`config.mk`:
```
export PLATFORM = sky130hd
export DESIGN_NAME = intersection_phase_scheduler
export DESIGN_NICKNAME = d
export VERILOG_FILES = /design/src/rtl/intersection_phase_scheduler.sv
export SDC_FILE = /design/constraint.sdc
export NUM_CORES = 1
export LEC_CHECK = 0
export BUFFER_PORTS_ARGS = -buffer_cell sky130_fd_sc_hd__buf_2
export CAP_MARGIN = 0
export CORE_UTILIZATION = 45
export CTS_CLUSTER_SIZE = 30
export DETAILED_ROUTE_END_ITERATION = 12
export PLACE_DENSITY_LB_ADDON = 0.2
export SLEW_MARGIN = 20
export SYNTH_ARGS = -nofsm -noshare
export SYNTH_HDL_FRONTEND = slang
export SYNTH_SLANG_ARGS = --single-unit
```
`constraint.sdc`:
```
create_clock -name clk -period 2.76 [get_ports clk]
set_input_delay 0.552 -clock clk [delete_from_list [all_inputs] [get_ports clk]]
set_output_delay 0.552 -clock clk [all_outputs]
set_load 0.01 [all_outputs]
```
`src/rtl/intersection_phase_scheduler.sv`:
```
// -----------------------------------------------------------------------------
// intersection_phase_scheduler
//
// Timed phase sequencer for a two-road intersection (roads A and B).
// Sequence: GA -> YA -> RED1 -> GB -> YB -> RED2 -> GA.
// Green phases have a minimum and a maximum duration. Yellow and all-red
// clearance intervals have fixed durations. Pedestrian buttons are latched and
// served as a walk signal for the whole of the matching green. All timing is
// counted in ticks from an external prescaler enable.
//
// Optional feature (compile-time macro EMERGENCY_PREEMPT_EN):
//   Adds the preempt and preempt_b inputs. While preempt is high, the green of
//   the road selected by preempt_b is forced and held. Clearance timing is
//   still honoured, and walk outputs are suppressed.
//
// Ports:
//   clk         in   clock
//   rst         in   asynchronous, active-high reset
//   tick        in   one-cycle timing enable; timers advance only when high
//   ta, tb      in   vehicle present on road A / road B
//   ped_a_req   in   pedestrian button, crossing with road A flow
//   ped_b_req   in   pedestrian button, crossing with road B flow
//   preempt     in   (EMERGENCY_PREEMPT_EN only) emergency preemption request
//   preempt_b   in   (EMERGENCY_PREEMPT_EN only) 1: target road B, 0: road A
//   ra, ya, ga  out  road A lamps
//   rb, yb, gb  out  road B lamps
//   walk_a      out  walk signal, crossing with road A flow
//   walk_b      out  walk signal, crossing with road B flow
//   phase       out  current state code (GA=0 .. RED2=5)
// -----------------------------------------------------------------------------
module intersection_phase_scheduler #(
  parameter int MIN_GREEN = 4,
  parameter int MAX_GREEN = 12,
  parameter int YELLOW    = 2,
  parameter int ALL_RED   = 1,
  parameter int CW        = 4
) (
  input  logic       clk,
  input  logic       rst,
  input  logic       tick,
  input  logic       ta,
  input  logic       tb,
  input  logic       ped_a_req,
  input  logic       ped_b_req,
`ifdef EMERGENCY_PREEMPT_EN
  input  logic       preempt,
  input  logic       preempt_b,
`endif
  output logic       ra,
  output logic       ya,
  output logic       ga,
  output logic       rb,
  output logic       yb,
  output logic       gb,
  output logic       walk_a,
  output logic       walk_b,
  output logic [2:0] phase
);

  typedef enum logic [2:0] {
    S_GA   = 3'd0,
    S_YA   = 3'd1,
    S_RED1 = 3'd2,
    S_GB   = 3'd3,
    S_YB   = 3'd4,
    S_RED2 = 3'd5
  } state_t;

  localparam logic [CW-1:0] MIN_G_M1  = CW'(MIN_GREEN - 1);
  localparam logic [CW-1:0] MAX_G_M1  = CW'(MAX_GREEN - 1);
  localparam logic [CW-1:0] YEL_M1    = CW'(YELLOW - 1);
  localparam logic [CW-1:0] ALLRED_M1 = CW'(ALL_RED - 1);

  state_t        state_q, state_d;
  logic [CW-1:0] cnt_q, cnt_d;
  logic          ped_a_pend, ped_b_pend;
  logic          walk_a_q, walk_b_q;
  logic          demand_a, demand_b;
  logic          enter_ga, leave_ga, enter_gb, leave_gb;

  // Preemption qualifiers. These are constant zero when the feature is
  // compiled out, so the base sequencing below is untouched.
  logic          pre_any, pre_to_a, pre_to_b;
`ifdef EMERGENCY_PREEMPT_EN
  assign pre_any  = preempt;
  assign pre_to_a = preempt & ~preempt_b;
  assign pre_to_b = preempt &  preempt_b;
`else
  assign pre_any  = 1'b0;
  assign pre_to_a = 1'b0;
  assign pre_to_b = 1'b0;
`endif

  assign demand_a = ta | ped_a_pend;
  assign demand_b = tb | ped_b_pend;

  // ---------------------------------------------------------------------------
  // Next-state logic
  // ---------------------------------------------------------------------------
  // NOTE: every signal written here gets a default first; a path that leaves
  // one unassigned would infer a latch.
  always_comb begin
    state_d = state_q;
    case (state_q)
      S_GA: begin
        // Preemption toward B cuts the green short and ignores MIN_GREEN.
        // Preemption toward A freezes this green regardless of demand.
        if (tick && (pre_to_b ||
                     (!pre_to_a && cnt_q >= MIN_G_M1 && demand_b &&
                      (!ta || cnt_q == MAX_G_M1))))
          state_d = S_YA;
      end
      S_YA:   if (tick && cnt_q == YEL_M1)    state_d = S_RED1;
      S_RED1: if (tick && cnt_q == ALLRED_M1) state_d = S_GB;
      S_GB: begin
        if (tick && (pre_to_a ||
                     (!pre_to_b && cnt_q >= MIN_G_M1 && demand_a &&
                      (!tb || cnt_q == MAX_G_M1))))
          state_d = S_YB;
      end
      S_YB:   if (tick && cnt_q == YEL_M1)    state_d = S_RED2;
      S_RED2: if (tick && cnt_q == ALLRED_M1) state_d = S_GA;
      // Codes 6 and 7 recover to GA on the next cycle without waiting for tick.
      default: state_d = S_GA;
    endcase
  end

  // Phase timer: cleared on any state change, otherwise counts ticks and
  // saturates so a long-resting green never wraps back below MIN_GREEN.
  always_comb begin
    cnt_d = cnt_q;
    if (state_d != state_q)
      cnt_d = '0;
    else if (tick && cnt_q != MAX_G_M1)
      cnt_d = cnt_q + 1'b1;
  end

  assign enter_ga = (state_d == S_GA) && (state_q != S_GA);
  assign leave_ga = (state_q == S_GA) && (state_d != S_GA);
  assign enter_gb = (state_d == S_GB) && (state_q != S_GB);
  assign leave_gb = (state_q == S_GB) && (state_d != S_GB);

  // ---------------------------------------------------------------------------
  // State, timer, pedestrian registers
  // ---------------------------------------------------------------------------
  // NOTE: sequential state uses non-blocking assignments so every register
  // samples pre-edge values, independent of statement order.
  always_ff @(posedge clk or posedge rst) begin
    if (rst) begin
      state_q <= S_GA;
      cnt_q   <= '0;
    end else begin
      state_q <= state_d;
      cnt_q   <= cnt_d;
    end
  end

  // On entry to a green the pending request (or a request arriving in the
  // very same cycle) becomes the walk for that whole green. Under preemption
  // no walk is granted and the request stays pending for a later green.
  always_ff @(posedge clk or posedge rst) begin
    if (rst) begin
      ped_a_pend <= 1'b0;
      walk_a_q   <= 1'b0;
    end else if (enter_ga) begin
      walk_a_q   <= (ped_a_pend | ped_a_req) & ~pre_any;
      ped_a_pend <= pre_any & (ped_a_pend | ped_a_req);
    end else if (leave_ga) begin
      walk_a_q   <= 1'b0;
    end else if (state_q != S_GA && ped_a_req) begin
      ped_a_pend <= 1'b1;
    end
  end

  always_ff @(posedge clk or posedge rst) begin
    if (rst) begin
      ped_b_pend <= 1'b0;
      walk_b_q   <= 1'b0;
    end else if (enter_gb) begin
      walk_b_q   <= (ped_b_pend | ped_b_req) & ~pre_any;
      ped_b_pend <= pre_any & (ped_b_pend | ped_b_req);
    end else if (leave_gb) begin
      walk_b_q   <= 1'b0;
    end else if (state_q != S_GB && ped_b_req) begin
      ped_b_pend <= 1'b1;
    end
  end

  // ---------------------------------------------------------------------------
  // Outputs
  // ---------------------------------------------------------------------------
  // Red is the default on both roads, so illegal codes still show exactly one
  // lamp per road.
  always_comb begin
    ra = 1'b1;
    ya = 1'b0;
    ga = 1'b0;
    rb = 1'b1;
    yb = 1'b0;
    gb = 1'b0;
    case (state_q)
      S_GA: begin ra = 1'b0; ga = 1'b1; end
      S_YA: begin ra = 1'b0; ya = 1'b1; end
      S_GB: begin rb = 1'b0; gb = 1'b1; end
      S_YB: begin rb = 1'b0; yb = 1'b1; end
      default: ;
    endcase
  end

  assign walk_a = walk_a_q & ~pre_any;
  assign walk_b = walk_b_q & ~pre_any;
  assign phase  = state_q;

endmodule

```
[Yosys cells after proc, flatten, opt, wreduce, memory -nomap -nowiden]
Index checks and enable logic that the tools add are counted.
Cells by class
  mux-type cells: 25
  reduce and logical (&&, ||, !) cells: 33
  add/sub/neg operators: 1
  order comparisons: 1
  bitwise logic cells: 4
  equality and inequality tests: 14
Operator list (count)
  3-bit 2-to-1 mux: 6
  3-bit one-hot mux with 6 select lines: 1
  1-bit 2-to-1 mux: 16
  1-bit logical AND: 15
  2-bit nonzero test: 5
  3-bit by 2-bit equality test with 1-bit output, second input constant: 3
  4-bit 2-to-1 mux: 2
  3-bit equality test, second input constant: 2
  3-bit logical NOT: 2
  3-bit by 2-bit != test with 1-bit output, second input constant: 2
  3-bit nonzero test: 2
  4-bit by 1-bit adder with 4-bit output, second input constant: 1
  4-bit by 1-bit equality test with 1-bit output, second input constant: 1
  4-bit equality test, second input constant: 1
  4-bit by 2-bit greater-or-equal comparator with 1-bit output, second input constant: 1
  4-bit logical NOT: 1
  2-bit != test, second input constant: 2
  4-bit != test, second input constant: 1
  1-bit OR: 4
  2-bit AND reduction: 2
  2-bit OR reduction: 2
  3-bit by 1-bit equality test with 1-bit output, second input constant: 1
  3-bit != test: 1
  1-bit logical NOT: 2
  1-bit logical OR: 2
Word-level totals
  flip-flop bits (word level): 11
  output and inout bits: 11
  input port bits: 7
  word-level logic and storage cells: 84

[Depth between registers and ports, before layout]
  depth after elaboration: 10
  mapped depth: 10
  gate-level depth less buffers: 10

[Worst setup path after synthesis]
No wires, ideal clock.
  path type: register to register
  start point: register cnt_q[0]
  end point: register ped_a_pend
  library setup time: 77 ps
  clock period less this slack: 2244 ps
  path slack: 516 ps
  cell stages (with the launch flop): 10
  arrival time: 2167 ps
  data required time: 2683 ps
  path buffers: 0
  cell sequence: dfrtp_1 -> ha_1 -> and2b_2 -> o221ai_1 -> o32ai_2 -> or4_1 -> ha_1 -> inv_1 -> a31oi_1 -> a21oi_1
Between the ends
  word-level cells in the longest chain between the ends: 10
  elaborated cells on any way between the ends: 29
  classes of those cells: 1 x order compare; 3 x eq/ne; 8 x mux; 17 x reduce/logical
RTL lines
  start: declaration: line 75  | logic [CW-1:0] cnt_q, cnt_d;
  start signal: assignment: line 154  | cnt_q <= cnt_d;
  4-bit by 2-bit greater-or-equal comparator with 1-bit output or 4-bit equality test (tied branches)
  1-bit logical AND, or another cell as far along: line 117  | (!pre_to_b && cnt_q >= MIN_G_M1 && demand_a &&
  1-bit logical AND (on tied branches): line 117, 109
  1-bit logical AND (on tied branches): line 116, 108
  3-bit 2-to-1 mux (on tied branches): line 116, 108
  3-bit one-hot mux with 6 select lines (*): line 104  | case (state_q)
  3-bit logical NOT or 3-bit nonzero test (tied branches): line 138, 139
  1-bit logical AND (on tied branches): line 138, 139
  2-bit != test (no source line) or 2-bit nonzero test (tied branches)
  2-bit AND reduction (no source line)
  end signal: assignment: line 167  | ped_a_pend <= pre_any & (ped_a_pend | ped_a_req);
  end: declaration: line 76  | logic ped_a_pend, ped_b_pend;
Mark *: on every way between the ends. The rest lies on a longest branch, timed or not.
A chain may end at the register's enable or synchronous reset.

[Worst setup path in the final report]
Same ends and word-level chain as after synthesis.

==> results.toml <==
[power_and_ir_drop]
power.density_nw_per_um2 = 1030
leakagePower_nw = 0.517
peakVddDrop_v = 0.000554

[cts]
htreeDepth = 1
cts_buffers = 3
clk_latency_ns = 0.27
ctsHoldBuffers = 0
clk_path_buf_depth = 2
cts_tree = "done"
cts-root-buf = "clkbuf_4"
cts_sinks = 11
clk_pin_slew_worst_paths_ns = 0.07
cts_resized = 0
post_cts_buffers = 0

[cells_and_area]
area_delta_synth_final_pct = 10.9
fillers = 202
n_antenna_cell = 0
layout.nets = 136
final_util = 0.531
layout-drive-gt1-share = 0.289

[synth]
syn_area_um2 = 940
synth_cell_types = 44
synth_warnings = 0
syn-instance-count = 105
synth_edf_count = 0
ys.flop_type = "dfrtp_1"
postSynthAreaPerCell_um2 = 8.95
async_flop_share = 1.00
synth-seq-cells = 11
syn_nets = 119
ys_seq_area_frac = 0.293

[setup_path]
critPathKind = "flip-flop to flip-flop"
startpoint_type = "flip-flop"
cp_max_fo = 7
cp.arrival_ns = 2.62
crit_path_end_kind = "flip-flop"
rrSetupSlack_ns = 0.33
r2r_start = "cnt_q[0]"
reg2regPathDepth = 9
reg2reg_to = "ped_a_pend"
required_ns = 2.95

[sta]
worstMarginPinSlew_ns = 0.490
period_minus_slack_ns = 2.43
finalSetupViolCount = 0
period_share = 0.880
hold_viol_final = 0
finalSetupTns_ns = 0
fin_skew_ns = 0.00896
slew_headroom = 0.674
drv_slew = 0
rsz0062_at_grt = "false"
max_freq_mhz = 412

[run]
drv_cap = 0

[grt]
grt_pass1_vias = 689
antenna_found_initial = 0
grt_pass1_wl_um = 3120
grtUsageMet3 = 0.0226
use_met2 = 0.319
grt_start_max_net_pins = 18
grt.busiest_layer = "met2"
overflow = 0
grt_use_total = 0.201
use_met1 = 0.271

[detailed_routing]
wl_per_cell_um = 13.6
vias = 823
drc = 0
drt_iter0_markers = 12
ant_nets = 0
dr.pass1.iters = 4
totalWireLength_um = 2010
vias_per_cell = 5.56

[place]
routabilityCongestion = 0.773
port_buffers = 17
place_hpwl_um = 1570

[floorplan]
dieHeight_um = 47.7
core-area_um2 = 1960
ios = 18
die_w_um = 47.7
start_util = 0.479
floorplan.rows = 16
fp.dieArea_um2 = 2270

[outcome]
status = "finished clean"

[min_path]
hp-class = "input port to async pin"
==> metal layers <==
layer / vias up / routed length [µm]
met2: 17 / 943
met5: - / 0
met4: 0 / 13
met3: 2 / 51
li1: 409 / -
met1: 395 / 1000
==> final cells by class <==
type / count / area [µm²] / area share
multi-input combinational: 78 / 581 / 0.557
sequential: 11 / 275 / 0.264
timing repair buffer: 17 / 85.1 / 0.0816
inverter: 11 / 41.3 / 0.0396
tap: 27 / 33.8 / 0.0324
clock buffer: 4 / 26.3 / 0.0252
==> worst max-delay path by stage <==
stage | start | to | slack, ns | cells past startpoint
2_1_floorplan | cnt_q[0] | ped_a_pend | 0.52 | 9
3_3_place_gp | tick | ped_a_pend | 0.34 | 9
3_5_place_dp | tick | ped_a_pend | 0.31 | 9
4_1_cts | cnt_q[0] | ped_a_pend | 0.33 | 9
5_1_grt | cnt_q[0] | ped_a_pend | 0.14 | 9
6_report | cnt_q[0] | ped_a_pend | 0.33 | 9
==> layout by cell type (no fill, tap or decap), drive strengths merged, types with 2 or more instances in the layout <==
cell type,n
or3,3
nand3,5
dfrtp,11
o22ai,3
buf,17
nand2,6
ha,7
a21oi,7
and3,2
a31oi,2
nand2b,2
inv,11
o32ai,2
or2,2
nor2,7
clkbuf,4
nand4,2
o21ai,6
==> kinds of logic after synthesis <==
group                      share of synthesized area
muxes                                         0.0107
AOI/OAI and AO/OA                              0.252
xor gates and xnor gates                     0.00932
adders and majority gates                     0.0932
and+or+nand+nor                                0.253
buffers and inverters                         0.0892
DFF                                            0.293
==> metrics by stage <==
stage	std cells	worst slack [ns]	total power [W]	hold slack, ns	instance area (µm²)
floorplan	105	0.516	0.000808	0.404	940
global placement	144	0.339	0.000946	0.463	1020
detailed placement	144	0.310	0.000966	0.471	1020
CTS	148	0.326	0.00108	0.277	1040
global route	148	0.136	0.00119	0.305	1040
finish	148	0.332	0.00108	0.257	1040
==> state kept, by name, indices dropped and copies added, names as in the netlist <==
| register | cells |
|---|---|
| walk_a | 1 |
| cnt_q | 4 |
| ped_a_pend | 1 |
| walk_b | 1 |
| ped_b_pend | 1 |
| phase | 3 |
==> Yosys cell counts (all sizes together), types with 2 or more instances <==
| library cell | instances | area, µm² |
|---|---|---|
| nand2b | 2 | 12.5 |
| nand3 | 5 | 25.0 |
| and3 | 2 | 13.8 |
| o21ai | 6 | 33.8 |
| buf | 5 | 42.5 |
| o32ai | 2 | 25.0 |
| inv | 11 | 41.3 |
| a31oi | 2 | 12.5 |
| or3 | 3 | 18.8 |
| ha | 7 | 87.6 |
| a21oi | 7 | 35.0 |
| nand2 | 6 | 22.5 |
| nand4 | 2 | 12.5 |
| o22ai | 3 | 18.8 |
| dfrtp | 11 | 275 |
| or2 | 2 | 12.5 |
| nor2 | 7 | 26.3 |
==> critical path, cell delays in order (launching register included) <==
cell and delay, ns:
dfrtp_1 0.44, ha_1 0.30, and2b_2 0.23, o221ai_1 0.20
o32ai_2 0.17, or4_1 0.56, ha_1 0.20, inv_1 0.07
a31oi_1 0.08, a21oi_1 0.11
==> power breakdown <==
part           total [W]  switching (W)  internal, W
combinational   0.000634       0.000349     0.000285
clock           0.000110      0.0000538    0.0000559
sequential      0.000333       0.000111     0.000222
No activity file was read; power rests on OpenSTA's default activity.
